**src/rtl/rip_fetch.sv**
```systemverilog
// rip_fetch: instruction-fetch stage owning the PC, feeding decode from a 1-cycle-latency
// synchronous imem, with a one-entry buffer that holds an instruction across execute stalls.
module rip_fetch #(
    parameter logic [31:0] START_ADDR = 32'h0000_0000,
    parameter logic [31:0] NOP_INST   = 32'h0000_0013
) (
    input  logic        clk,
    input  logic        rst_n,
    output logic        imem_en,
    output logic [31:0] imem_addr,
    input  logic [31:0] imem_rdata,
    input  logic        ex_stall,
    input  logic        redirect_valid,
    input  logic [31:0] redirect_pc,
    output logic        de_ready,
    output logic [31:0] inst_code,
    output logic [31:0] if_pc,
    output logic [31:0] de_pc
);
    logic [31:0] pc_q, pc_d, resp_pc_q, hold_inst_q, hold_pc_q, de_pc_q;
    logic        resp_valid_q, hold_valid_q;
    logic        cand_valid, issue;
    always_comb begin
        cand_valid = rst_n && (hold_valid_q || resp_valid_q);
        de_ready   = cand_valid && !ex_stall && !redirect_valid;
        inst_code  = !cand_valid ? NOP_INST : hold_valid_q ? hold_inst_q : imem_rdata;
        if_pc      = !cand_valid ? 32'h0 : hold_valid_q ? hold_pc_q : resp_pc_q;
        issue      = redirect_valid || !ex_stall || (!hold_valid_q && !resp_valid_q);
        imem_en    = issue;
        imem_addr  = redirect_valid ? {redirect_pc[31:2], 2'b00} : pc_q;
        pc_d       = imem_addr + 32'd4;
    end
    assign de_pc = de_pc_q;
    always_ff @(posedge clk) begin
        if (!rst_n) begin
            pc_q         <= START_ADDR;
            resp_valid_q <= 1'b0;
            resp_pc_q    <= 32'h0;
            hold_valid_q <= 1'b0;
            hold_inst_q  <= NOP_INST;
            hold_pc_q    <= 32'h0;
            de_pc_q      <= 32'h0;
        end else begin
            resp_valid_q <= issue;
            if (issue) begin
                pc_q      <= pc_d;
                resp_pc_q <= imem_addr;
            end
            // a redirect drops both the buffered and the in-flight instruction
            if (redirect_valid)
                hold_valid_q <= 1'b0;
            else if (ex_stall && resp_valid_q && !hold_valid_q) begin
                hold_valid_q <= 1'b1;
                hold_inst_q  <= imem_rdata;
                hold_pc_q    <= resp_pc_q;
            end else if (hold_valid_q && de_ready)
                hold_valid_q <= 1'b0;
            if (de_ready)
                de_pc_q <= if_pc;
        end
    end
    a_hold_resp_exclusive: assert property (@(posedge clk) disable iff (!rst_n)
        !(hold_valid_q && resp_valid_q));
endmodule

```
**config.mk**
```make
export PLATFORM = sky130hd
export DESIGN_NAME = rip_fetch
export DESIGN_NICKNAME = d
export VERILOG_FILES = /design/src/rtl/rip_fetch.sv
export SDC_FILE = /design/constraint.sdc
export NUM_CORES = 1
export LEC_CHECK = 0
export ABC_CLOCK_PERIOD_IN_PS = 3580
export CAP_MARGIN = 20
export CORE_MARGIN = 2
export CORE_UTILIZATION = 50
export CTS_BUF_LIST = sky130_fd_sc_hd__clkbuf_2 sky130_fd_sc_hd__clkbuf_4 sky130_fd_sc_hd__clkbuf_8
export DETAILED_ROUTE_END_ITERATION = 8
export PLACE_DENSITY = 0.79
export SLEW_MARGIN = 10
export SYNTH_ARGS = -nofsm -noshare
export SYNTH_HDL_FRONTEND = slang
export SYNTH_SLANG_ARGS = --single-unit
```
**constraint.sdc**
```tcl
create_clock -name clk -period 3.58 [get_ports clk]
set_input_delay 0.716 -clock clk [delete_from_list [all_inputs] [get_ports clk]]
set_output_delay 0.716 -clock clk [all_outputs]
set_load 0.01 [all_outputs]
```
==> flow_metrics.env <==
export IMPL_ys_flop_type="dfxtp_1"
export IMPL_leakagePower_nw=3.76
export IMPL_yosysMostFrequentCell="nand2_1"
export IMPL_synth_async_sr_flop_share_pct=0
export IMPL_wl_met1_mm=10.1
export IMPL_outcome="complete, no violations"
export IMPL_routed_wl_mm=20.8
export IMPL_yosysTopAreaCell="dfxtp_1"
export IMPL_crit_chain="clkdlybuf4s50_1 -> o21ai_4 -> buf_12 -> nor3_4 -> clkdlybuf4s50_1"
export IMPL_period_needed_ns=3.12
export IMPL_die_x_um=128
export IMPL_cts_root_buf="clkbuf_8"
export IMPL_yosys_top_cells_area="dfxtp_1 (42%), mux2i_1 (10%), nand2_1 (8.8%), nor2_1 (6.6%), a21oi_1 (4.8%)"
export IMPL_ant_nets=0
export IMPL_grt_pass1_vias=6369
export IMPL_ioPinCount=198
export IMPL_worstPathArrival_ns=2.40
export IMPL_wl_per_cell_um=15.8
export IMPL_wl_met3_mm=1.18
export IMPL_fmax_mhz=321
export IMPL_finalSetupTns_ns=0
export IMPL_fin_cells=1319
export IMPL_p_int_mw=3.20
export IMPL_dr_max_layer_used="met4"
export IMPL_dr_wl_met2_mm=9.21
export IMPL_comb_power_share_pct=16.3
export IMPL_switching_share_pct=25.2
export IMPL_synth_nets=1025
export IMPL_cts_sinks=160
export IMPL_grt_overflow=0
export IMPL_antenna_found_initial=0
export IMPL_cts_max_level=4
export IMPL_worstSetupPathType="primary input to primary output"
export IMPL_clockBufferDepth=2
export IMPL_cts_resized=0
export IMPL_hold_buffers=0
export IMPL_drv_cap=0
export IMPL_peakVddDrop_mv=0.239
export IMPL_yosys_top_cells_count="nand2_1 (179), dfxtp_1 (160), nor2_1 (135), mux2i_1 (79), a21oi_1 (74)"
export IMPL_worst_slew_pin_slew_ns=0.789
export IMPL_end_kind="primary output"
export IMPL_fin_nets=1187
export IMPL_critPathMaxStageDelay_ns=0.58
export IMPL_p_clk_share_pct=38.7
export IMPL_cts_buffers=17
export IMPL_crit_fanout=34
export IMPL_path_common_cell="clkdlybuf4s50_1"
export IMPL_post_cts_buffers=0
export IMPL_via_per_inst=5.45
export IMPL_vias=7191
export IMPL_synthCells=956
export IMPL_die_y_um=128
export IMPL_netSwitchingPower_mw=1.08
export IMPL_clock_latency_ns=0.45
export IMPL_diodes=0
export IMPL_cp_slowest_cell="clkdlybuf4s50_1"
export IMPL_hpwl_mm=14.2
export IMPL_final_max_slew_viol_count=0
export IMPL_synth_area_um2=7670
export IMPL_cellPowerDensity_nw_per_um2=415
export IMPL_synth_edf_count=0
export IMPL_power_frac_seq_pct=45.1
export IMPL_setup_viol=0
export IMPL_fill_cells=1263
export IMPL_crit_path_start_kind="primary input"
export IMPL_track_usage_pct=25.2
export IMPL_coreArea_um2=15100
export IMPL_hold_viol=0
export IMPL_grt_pass1_wl_mm=33.2
export IMPL_synth_top_area_share_pct=41.8
export IMPL_syn_to_final_growth_pct=34.6
export IMPL_finalWeightedCongestion=0.879
export IMPL_drtIter0Drc=677
export IMPL_die_area_um2=16300
export IMPL_relSlewSlack_pct=47.1
export IMPL_syn_avg_cell_area_um2=8.02
export IMPL_num_rows=45
export IMPL_required_ns=2.86
export IMPL_min_period_over_period_pct=87.1
export IMPL_cts_tree="built"
export IMPL_ys_seq_elements=160
export IMPL_rsz0062_at_grt="false"
export IMPL_hp_class="register to register"
export IMPL_seq_area_frac_synth_pct=41.8
export IMPL_route_detailed_drc=0
export IMPL_clk_pin_slew_worst_paths_ns=0.08
export IMPL_initial_core_util_pct=50.8
export IMPL_synth_cell_type_count=61
export IMPL_clock_skew_ns=0.00896
export IMPL_yosys_warnings=0
export IMPL_drive_gt1_share_pct=7.96
export IMPL_drt_pass1_iter_count=6
export IMPL_dp_cells=1286
export IMPL_io_buffers=195
export IMPL_grt_max_degree=77
## flip-flops by register name, indices dropped and copies added, names as in the netlist
register      flops
hold_inst_q      32
resp_valid_q      1
de_pc            32
resp_pc_q        30
hold_valid_q      1
hold_pc_q        32
pc_q             32
## critical path: cells and delay by family
family          cells  cell delay [ns]
compound gates      1             0.13
buf+inv             3             1.33
simple gates        1             0.21
## stage by stage
stage	power, mW	area, µm²	utilization, %	hold slack (ns)	setup slack, ns
3_3_place_gp	2.65	9790	64.9	0.441	0.305
3_5_place_dp	2.66	9790	64.9	0.446	0.285
6_report	4.28	10300	68.4	0.456	0.460
2_1_floorplan	2.32	7670	-	0.436	0.436
4_1_cts	4.30	10300	68.3	0.457	0.288
5_1_grt	4.45	10300	68.4	0.470	0.422
## routing by layer
layer / track usage [%] / vias up
met5: 0 / -
met4: 8.47 / 0
met3: 3.96 / 23
met2: 37.4 / 229
met1: 37.4 / 3318
li1: - / 3621
## layout by cell type, fill, tap and decap left out, types with 19 or more instances in the layout
cell             netlist  routed
a211oi_1              46      46
a21oi_1               74      74
clkbuf_8               0      22
clkdlybuf4s50_1        0     194
dfxtp_1              160     159
inv_1                 20      19
mux2i_1               79      79
nand2_1              179     179
nand3_1               41      41
nor2_1               135     135
## layout make-up
cell class	count	area (µm²)	area share (%)
Inverter	23	88.8	0.861
Sequential cell	160	3210	31.1
Timing Repair Buffer	218	2210	21.4
Clock inverter	9	200	1.94
Tap cell	188	235	2.28
Clock buffer	23	310	3.01
Multi-Input combinational cell	698	4070	39.4
## power groups by stage
| stage | Clock (mW) | Combinational (mW) | Sequential [mW] |
|---|---|---|---|
| 2_1_floorplan | 0 | 0.361 | 1.96 |
| 3_3_place_gp | 0 | 0.682 | 1.97 |
| 3_5_place_dp | 0 | 0.689 | 1.97 |
| 4_1_cts | 1.68 | 0.693 | 1.93 |
| 5_1_grt | 1.76 | 0.756 | 1.94 |
| 6_report | 1.66 | 0.696 | 1.93 |
## kinds of logic (layout without fill, tap and decap cells)
family | Yosys count | after routing | share of synthesized area (%)
compound gates | 177 | 177 | 15.1
fa+ha+maj | 1 | 1 | 0.163
flops | 160 | 160 | 41.8
simple gates | 421 | 421 | 24.6
xor+xnor | 8 | 8 | 0.914
mux | 91 | 91 | 12.1
buf+inv | 98 | 273 | 5.35
## final timing paths
kind                              startpoint                    endpoint  slack (ns)  depth (start not counted)
setup / recovery                       rst_n                    de_ready        0.46                          5
hold / removal    hold_pc_q[21]$_SDFFE_PN0P_  hold_pc_q[21]$_SDFFE_PN0P_        0.46                          2
setup reg to reg   hold_valid_q$_SDFFE_PP0P_       pc_q[31]$_SDFFE_PN0P_        0.99                          6
hold reg to reg   hold_pc_q[21]$_SDFFE_PN0P_  hold_pc_q[21]$_SDFFE_PN0P_        0.46                          2
Note: power is estimated with default switching activity, not from simulation.
